**src/rtl/sync_bus_arbiter.sv**
```systemverilog
// Source-domain scheduler for a shared synchronizer bus: round-robin grant, registered word,
// then a fixed-length enable pulse followed by an idle gap before the next grant.
module sync_bus_arbiter #(
  parameter int BusWidth   = 8,
  parameter int NumReq     = 4,
  parameter int HoldCycles = 4,
  parameter int IdleGap    = 1
) (
  input  logic                       clk_i,
  input  logic                       rst_i,
  input  logic [NumReq-1:0]          req_valid_i,
  input  logic [NumReq*BusWidth-1:0] req_data_i,
  output logic [NumReq-1:0]          req_ready_o,
  output logic [BusWidth-1:0]        unsync_bus_o,
  output logic                       sync_en_o,
  output logic [$clog2(NumReq)-1:0]  grant_id_o,
  output logic                       busy_o
);

  localparam int IdW    = $clog2(NumReq);
  localparam int MaxCnt = (HoldCycles > IdleGap) ? HoldCycles : IdleGap;
  localparam int CntW   = $clog2(MaxCnt + 1);
  localparam logic [CntW-1:0] HoldLoad = CntW'(HoldCycles - 1);
  localparam logic [CntW-1:0] GapLoad  = CntW'(IdleGap - 1);
  localparam logic [IdW-1:0]  PtrRst   = IdW'(NumReq - 1);

  typedef enum logic [1:0] {
    S_IDLE,
    S_SETUP,
    S_HOLD,
    S_GAP
  } state_t;

  state_t               state_q;
  logic [IdW-1:0]       ptr_q;
  logic [CntW-1:0]      cnt_q;
  logic [BusWidth-1:0]  unsync_bus_q;
  logic                 sync_en_q;
  logic [IdW-1:0]       grant_q;
  logic [IdW-1:0]       win_idx;
  logic                 any_req;

  // Descending scan so the candidate closest after the pointer is the last one written.
  always_comb begin
    win_idx = '0;
    any_req = 1'b0;
    for (int k = NumReq; k >= 1; k--) begin
      if (req_valid_i[(int'(ptr_q) + k) % NumReq]) begin
        win_idx = IdW'((int'(ptr_q) + k) % NumReq);
        any_req = 1'b1;
      end
    end
  end

  always_comb begin
    req_ready_o = '0;
    if (state_q == S_IDLE && any_req && !rst_i) begin
      req_ready_o[win_idx] = 1'b1;
    end
  end

  always_ff @(posedge clk_i) begin
    if (rst_i) begin
      state_q      <= S_IDLE;
      ptr_q        <= PtrRst;
      cnt_q        <= '0;
      unsync_bus_q <= '0;
      sync_en_q    <= 1'b0;
      grant_q      <= '0;
    end else begin
      unique case (state_q)
        S_IDLE: begin
          if (any_req) begin
            unsync_bus_q <= req_data_i[int'(win_idx)*BusWidth +: BusWidth];
            grant_q      <= win_idx;
            ptr_q        <= win_idx;
            state_q      <= S_SETUP;
          end
        end
        S_SETUP: begin
          sync_en_q <= 1'b1;
          cnt_q     <= HoldLoad;
          state_q   <= S_HOLD;
        end
        S_HOLD: begin
          if (cnt_q == '0) begin
            sync_en_q <= 1'b0;
            cnt_q     <= GapLoad;
            state_q   <= S_GAP;
          end else begin
            cnt_q <= cnt_q - 1'b1;
          end
        end
        S_GAP: begin
          if (cnt_q == '0) begin
            state_q <= S_IDLE;
          end else begin
            cnt_q <= cnt_q - 1'b1;
          end
        end
        default: state_q <= S_IDLE;
      endcase
    end
  end

  assign unsync_bus_o = unsync_bus_q;
  assign sync_en_o    = sync_en_q;
  assign grant_id_o   = grant_q;
  assign busy_o       = (state_q != S_IDLE);

endmodule

```
**config.mk**
```make
export PLATFORM = sky130hd
export DESIGN_NAME = sync_bus_arbiter
export DESIGN_NICKNAME = d
export VERILOG_FILES = /design/src/rtl/sync_bus_arbiter.sv
export SDC_FILE = /design/constraint.sdc
export NUM_CORES = 1
export LEC_CHECK = 0
export CELL_PAD_IN_SITES_DETAIL_PLACEMENT = 0
export CELL_PAD_IN_SITES_GLOBAL_PLACEMENT = 1
export CORE_MARGIN = 2
export CORE_UTILIZATION = 29
export DETAILED_ROUTE_END_ITERATION = 10
export GPL_ROUTABILITY_DRIVEN = 0
export PLACE_DENSITY = 0.79
export SYNTH_ARGS = -nofsm -noshare
export SYNTH_HDL_FRONTEND = slang
export SYNTH_SLANG_ARGS = --single-unit
```
**constraint.sdc**
```tcl
create_clock -name clk_i -period 2.5 [get_ports clk_i]
set_input_delay 0.625 -clock clk_i [delete_from_list [all_inputs] [get_ports clk_i]]
set_output_delay 0.625 -clock clk_i [all_outputs]
set_load 0.01 [all_outputs]
```
-- Yosys cells after proc, flatten, opt, wreduce, memory -nomap -nowiden
Index checks and enable logic that the tools add are counted.
- flip-flop bits (word level): 18
- bits of input ports: 38
- output and inout bits: 16
- word-level logic and storage cells: 78
- $add $sub $neg: 5
- $lt $le $gt $ge: 6
- eq/ne operators: 7
- shift-type cells: 1
- multiplexer cells: 32
- bitwise operators: 4
- reductions and logical operators: 17
- operator list (operator ; count):
    $shiftx 32x6->8 ; 1
    $lt 3x4->1 const B ; 4
    $mux 1 ; 14
    $mux 2 ; 7
    $pmux 3 s3 ; 1
    $bmux 1 s2 ; 4
    $ne 2x2->1 const B ; 4
    $pmux 2 s4 ; 1
    $reduce_or 2->1 ; 4
    $mux 3 ; 2
    $reduce_and 2->1 ; 3
    $add 2x1->2 const B ; 2
    $add 2x2->2 const B ; 2
    $and 1x1->1 const A ; 4
    $eq 2x2->1 const B ; 2
    $mux 4 ; 1
    $reduce_bool 2->1 ; 2
    $logic_and 1x1->1 ; 3
    $logic_not 3->1 ; 1
    $lt 2x3->1 const B ; 1
    $reduce_and 3->1 ; 1
    $reduce_bool 3->1 ; 1
    $sub 3x1->3 const B ; 1
    $demux 1 s2 ; 1
    other kinds (5) ; 5

-- Longest topological paths before layout
Gate-level depths: netlist of the first run.
- word-level depth: 15
- mapped depth: 8
- gate-level depth less buffers: 7

-- Worst setup path after synthesis of the first run
No wires, ideal clock.
- kind: input to output
- start point: in req_valid_i[0]
- end point: out req_ready_o[3]
- arrival: 1.738 ns
- data required time: 1.875 ns
- setup slack: 0.137 ns
- stages on the path: 5
- path through: o211ai_1 o221ai_1 or2_2 clkbuf_1 nor3b_1
- word-level cells in the longest chain between the ends: 12
- elaborated cells on any way between the ends: 28
- those cells by class: order compare (2); mux (23); reduce/logical (3)
- RTL lines (element ; line ; text):
    from (decl) ; 11 ; input logic [NumReq-1:0] req_valid_i,
    $bmux 1 s2 ; 48 ; if (req_valid_i[(int'(ptr_q) + k) % NumReq]) begin
    $mux 1 (not written as such) (2 in a row) ; 48 ;
    $mux 2 (4 in a row) ; 48 ;
    $lt 2x3->1 (not written as such) or $ge 2x1->1 (tied branches) ; 58 ; req_ready_o[win_idx] = 1'b1;
    $logic_and 1x1->1 (not written as such) ; 58 ;
    $mux 1 (not written as such) ; 58 ;
    $demux 1 s2 ; 58 ;
    $mux 4 * ; 57 ; if (state_q == S_IDLE && any_req && !rst_i) begin
    to (decl) ; 13 ; output logic [NumReq-1:0] req_ready_o,
Every way passes the cells marked *; elsewhere a longest branch is shown, timed or not. The select of a mux whose other input is x is not followed.

-- Worst setup path after layout of the first run
- start point: in req_valid_i[2]
- end point: out req_ready_o[2]
The elaborated chain is that of the path after synthesis.

==> impl_metrics.csv, run 1 <==
group,metric,value,unit
sta,fmax,0.4092,GHz
grt,grt_overflow_total,0,
sta,setup_viol,0,
yosys,avgSynthCellArea,8.825,sq um
route,routed_wl,3085,microns
sta,worst_pin_slew,0.3319,ns
grt,track_usage,0.1472,
yosys,synth_cell_types,28,
clock_tree,cts_buffer_depth,2,
sta,hold_viol,0,
placed_design,hpwlAfterDp,2412,microns
sta,final-max-slew-violation-count,0,
yosys,synth_edf_count,0,
sta,min_period_over_period,0.9775,
sta,fin_crit,2.444,ns
placed_design,io_buffer_count,53,
yosys,ys.flop_type,"dfxtp_1",
floorplan,fp.dieW,67.38,microns
worst_setup_path,critPathArrivalTime,1.82,ns
power,powerDensity,991.0,nW/um^2
route,initialDrtViolationCount,41,
outcome,status,"finished clean",
floorplan,start_util,0.2955,
finish,syn_to_final_growth,68.96,%
yosys,ys_async_sr_fraction,0,
worst_setup_path,reg2reg_depth,8,
finish,n_antenna_cell,0,
floorplan,rows,23,
clock_tree,clock_sink_count,18,
yosys,synthesis.nets,177,
yosys,synth_top_cell_by_area,"dfxtp_1",
worst_setup_path,path_max_fanout,5,
worst_setup_path,critPathCaptureType,"output port",
yosys,synth_top_area_frac,0.3093,
yosys,ys_top_cells_by_count,"30 x nor2_1, 18 x dfxtp_1, 8 x a21oi_1, 8 x mux2_4, 8 x o221a_1",
floorplan,die-area,4540,sq um
min_path,min_path_cells,2,
route,viasPerCell,4.719,
finish,drive_gt1_frac,0.2512,
clock_tree,cts-buffers-inserted,3,
finish,nNetsFinal,249,
yosys,ys_top_cells_by_area,"dfxtp_1 31%, mux2_4 10%, nor2_1 9.7%",
finish,fin_util,0.4992,
clock_tree,cts_tree,"done",
clock_tree,cts-root-buf,"clkbuf_8",
worst_setup_path,start_kind,"primary input",
clock_tree,clk_pin_slew,0.07,ns
power,vdd_drop_max,0.0003699,V
power,leakage,0.0008394,uW
route,avgRoutedWirePerCell,12.19,microns
yosys,syn_area,1165,sq um
clock_tree,cts_max_level,1,
route,drc_errors,0,
min_path,hp-class,"reg2reg",
floorplan,io_pins,54,
route,num_vias,1194,
sta,fin_skew,0.001617,ns
yosys,ys_ff_latch,18,
yosys,ys.warnings.count,0,
floorplan,die_h,67.38,microns
grt,grt_max_degree,11,
grt,grt_pass1_wl,5119,microns
clock_tree,ctsHoldBuffers,0,
yosys,synth_cells,132,
grt,grt_pass1_vias,1242,
route,dr.pass1.iters,4,
grt,antenna_found_initial,0,
run,cap_viol_max_count,0,
floorplan,design.core.area,3943,sq um
sta,fin_setup_tns,0,ns
route,drtAntennaViolNets,0,
yosys,synth-seq-area-share,0.3093,
worst_setup_path,path_class,"in2out",
yosys,yosysMostFrequentCell,"nor2_1",
sta,max-slew-margin-rel,0.7782,
worst_setup_path,crit_required,1.88,ns
clock_tree,worstSkewPairLatency,0.26,ns
power by group:
part	internal, uW	leakage, uW	switching [uW]	total [uW]
Clock	140	0.0000288	103	243
Sequential	420	0.000149	82.8	503
Combinational	664	0.000661	540	1200
Total	1220	0.000839	726	1950
cells by family (layout without fill, tap and decap cells):
kind of cell / count (synthesis) / count (layout) / share of synthesized area
buf+inv: 12 / 83 / 0.05155
flops: 18 / 18 / 0.3093
simple gates: 51 / 51 / 0.1966
mux: 17 / 17 / 0.1890
fa+ha+maj: 7 / 7 / 0.07518
compound gates: 27 / 27 / 0.1783
metrics by stage:
stage	std cells	cell area [sq um]	total power (uW)	setup WS, ns	hold WS [ns]
floorplan	132	1165	1163	0.1372	0.4319
global placement	244	1833	1613	-0.7224	0.4428
detailed placement	244	1833	1636	-0.6933	0.4612
CTS	253	1957	1946	-0.004176	0.4714
global route	253	1968	2117	-0.003066	0.4933
finish	253	1968	1950	0.05633	0.4691
timing repair:
| action | CTS | global route |
|---|---|---|
| setup endpoints to repair | 4 | 4 |
| pin swaps | 2 | 4 |
| resized for setup | 31 | 13 |
| setup buffers | 5 | 0 |
layout by cell type (no fill, tap or decap), types with 2 or more instances in the layout:
cell              n
mux2_1            6
nor3_2            2
a21oi_1           7
clkbuf_2          3
mux2_4            8
mux2_2            2
clkdlybuf4s50_1  45
buf_4            18
nor2_1           29
o221a_1           8
o21ai_0           2
dfxtp_1          18
o21bai_1          3
ha_1              7
buf_2             4
clkbuf_8          4
buf_6             2
nor2b_1           2
nand2_1           6
inv_1             6
nand2b_1          3
worst max-delay path: stages:
cell             delay (ns)
clkdlybuf4s15_1        0.22
nand2b_4               0.14
a21oi_2                0.05
a211o_1                0.31
buf_6                  0.15
nor3_4                 0.16
buf_2                  0.16
final cells by class:
type                            count  area, sq um
Multi-Input combinational cell    102        814.5
Clock buffer                        4        55.05
Tap cell                           50        62.56
Sequential cell                    18        360.3
Inverter                            6        22.52
Timing Repair Buffer               73        653.1
Fill cell                         357         1974
registers in the layout (all words and copies together) (netlist names):
register	count
unsync_bus_o	8
cnt_q	3
grant_id_o	2
ptr_q	2
state_q	2
sync_en_o	1
metal layers:
metal	wire length, microns	share of wire	global-route usage	vias up
met2	1616	0.52	0.2859	43
met4	36	0.012	0.04337	0
met5	0	0	0	-
li1	-	-	-	609
met1	1256	0.41	0.1521	537
met3	176	0.057	0.04000	5
final timing paths:
| check | start | endpoint | slack [ns] |
|---|---|---|---|
| setup / recovery | req_valid_i[2] | req_ready_o[2] | 0.06 |
| hold / removal | grant_id_o[1]$_SDFFE_PP0P_ | grant_id_o[1]$_SDFFE_PP0P_ | 0.47 |
| setup reg to reg | ptr_q[0]$_SDFFE_PP1P_ | unsync_bus_o[2]$_SDFFE_PP0P_ | 0.47 |
| hold reg to reg | grant_id_o[1]$_SDFFE_PP0P_ | grant_id_o[1]$_SDFFE_PP0P_ | 0.47 |
No activity file was read; power rests on OpenSTA's default activity.
==> run 2, diff against run 1 <==
Settings changed: CORE_ASPECT_RATIO from default to 1.4.
==> run 2 against run 1 <==
Clock-buffer cell count unchanged; utilization rose by 1.0 points; cell area grew 0.57%; via count is 1.9% higher; global-route usage up 0.67 points; critical path depth increased by 1; die area grew 0.15%; fmax increased by 3.5%; sequential share of layout area down 0.10 points; combinational power up 6%; sequential cell count stayed put; largest power group unchanged.
==> impl_metrics.csv, run 2 (same netlist as run 1, synthesis figures left out) <==
group,metric,value,unit
outcome,status,"finished clean",
power,intPower,1261,uW
grt,grt_overflow_total,0,
finish,final_common_cell,"clkdlybuf4s50_1",
power,leakage,0.0008597,uW
route,drtAntennaViolNets,0,
finish,multi_input_comb_area,817.0,sq um
sta,final-max-slew-violation-count,0,
sta,rsz0062_at_grt,"false",
route,avgRoutedWirePerCell,13.35,microns
route,routed_wl,3324,microns
floorplan,design.core.area,3885,sq um
finish,seqCellArea,360.3,sq um
clock_tree,cts-root-buf,"clkbuf_8",
worst_setup_path,worstReg2RegEnd,"unsync_bus_o[3]$_SDFFE_PP0P_",
floorplan,die-area,4547,sq um
worst_setup_path,timing.rr.start,"ptr_q[0]$_SDFFE_PP1P_",
clock_tree,cts_buffer_depth,2,
worst_setup_path,path_max_fanout,4,
clock_tree,worstSkewPairLatency,0.26,ns
grt,grt_pass1_wl,5457,microns
finish,nNetsFinal,252,
worst_setup_path,critPathArrivalTime,1.74,ns
min_path,hold_start,"cnt_q[1]$_SDFFE_PP0P_",
grt,antenna_found_initial,0,
worst_setup_path,r2r_setup_slack,0.45,ns
clock_tree,cts_max_level,1,
min_path,min_path_cells,2,
route,num_vias,1217,
sta,max-slew-margin-rel,0.7486,
min_path,whs_endpoint,"cnt_q[1]$_SDFFE_PP0P_",
sta,setup_viol,0,
power,vdd_drop_max,0.0004928,V
clock_tree,cts-buffers-inserted,3,
sta,hold_viol,0,
worst_setup_path,start_kind,"primary input",
placed_design,io_buffer_count,53,
run,cap_viol_max_count,0,
finish,num-fill-cells,371,
route,drc_errors,0,
floorplan,die_h,78.99,microns
sta,fin_crit,2.361,ns
finish,largest_reg_flops,8,
sta,fin_skew,0.001931,ns
finish,drive_gt1_frac,0.2864,
finish,n_antenna_cell,0,
route,initialDrtViolationCount,17,
grt,grt_pass1_vias,1285,
sta,min_period_over_period,0.9445,
power,clkPwrFrac,0.122,
sta,fmax,0.4235,GHz
worst_setup_path,reg2reg_depth,8,
clock_tree,clock_sink_count,18,
route,viasPerCell,4.888,
floorplan,start_util,0.2998,
sta,fin_setup_tns,0,ns
sta,worst_pin_slew,0.3759,ns
worst_setup_path,path_class,"in2out",
floorplan,io_pins,54,
clock_tree,cts_tree,"done",
floorplan,fp.dieW,57.57,microns
power,powerDensity,1024,nW/um^2
clock_tree,clk_pin_slew,0.07,ns
grt,grt_max_degree,11,
power,combPwrFrac,0.626,
power,swShare,0.3775,
finish,final_cell_mix,"45 x clkdlybuf4s50_1, 28 x nor2_1, 21 x buf_4, 18 x dfxtp_1",
floorplan,rows,27,
power,seqPwrFrac,0.252,
placed_design,hpwlAfterDp,2646,microns
grt,track_usage,0.1539,
worst_setup_path,critPathCaptureType,"output port",
worst_setup_path,crit_required,1.88,ns
clock_tree,ctsHoldBuffers,0,
min_path,hp-class,"reg2reg",
route,dr.pass1.iters,4,
power,switchingPower,764.9,uW
sta,whs,0.4616,ns
finish,syn_to_final_growth,69.92,%
==> run 2: metrics by stage <==
step	std cells	area (sq um)	power, uW	setup WS (ns)	utilization
after floorplan	132	1165	1163	0.1372	-
after global placement	238	1832	1636	-0.7292	0.4715
after detailed placement	238	1832	1678	-0.7421	0.4715
after CTS	248	1969	2021	0.005708	0.5069
after global routing	249	1979	2191	0.07004	0.5095
final	249	1979	2026	0.1387	0.5095
==> run 2: routing by layer <==
| metal | track usage | part of all wire | vias up |
|---|---|---|---|
| met5 | 0 | 0 | - |
| met4 | 0.04884 | 0.012 | 0 |
| met3 | 0.03746 | 0.070 | 3 |
| met2 | 0.3000 | 0.55 | 45 |
| met1 | 0.1540 | 0.37 | 559 |
| li1 | - | - | 610 |
==> run 2: worst max-delay path by stage <==
stage               slack [ns]            from              to
finish                    0.14  req_valid_i[3]  req_ready_o[3]
global placement         -0.73  req_valid_i[1]  req_ready_o[3]
global route              0.07  req_valid_i[1]  req_ready_o[2]
floorplan                 0.14  req_valid_i[0]  req_ready_o[3]
detailed placement       -0.74  req_valid_i[1]  req_ready_o[2]
CTS                      0.006  req_valid_i[3]  req_ready_o[3]
==> run 2: worst max-delay path, cell delays in order <==
cell and delay, ns:
clkbuf_2 0.10, buf_6 0.13, nand2b_4 0.06, a21oi_2 0.05, a211o_1 0.33, buf_6 0.15, nor3b_2 0.14, buf_2 0.16
==> run 2: cell type report <==
class / count / share of cell area
Multi-Input combinational cell: 102 / 0.4128
Timing Repair Buffer: 76 / 0.3388
Sequential cell: 18 / 0.1820
Clock buffer: 4 / 0.02781
Tap cell: 43 / 0.02718
Inverter: 6 / 0.01138
==> run 2: timing repair <==
item,4_1_cts,5_1_grt
endpoints found under the setup margin,4,4
resized for setup,35,13
pin swaps,4,3
setup buffers,6,1
==> run 2: power by group through the flow <==
stage                     Clock, uW  Sequential, uW  Combinational [uW]
after floorplan                   0             538                 625
after global placement            0             504                1130
after detailed placement          0             506                1170
after CTS                       252             506                1260
after global routing            262             527                1400
final                           247             510                1270
==> run 3, diff against run 2 <==
Settings changed: CTS_BUF_LIST from default to sky130_fd_sc_hd__clkbuf_4 sky130_fd_sc_hd__clkbuf_8 sky130_fd_sc_hd__clkbuf_16.
==> results of run 3 <==
No change in the layout: final DEF, timing and power equal those of run 2.
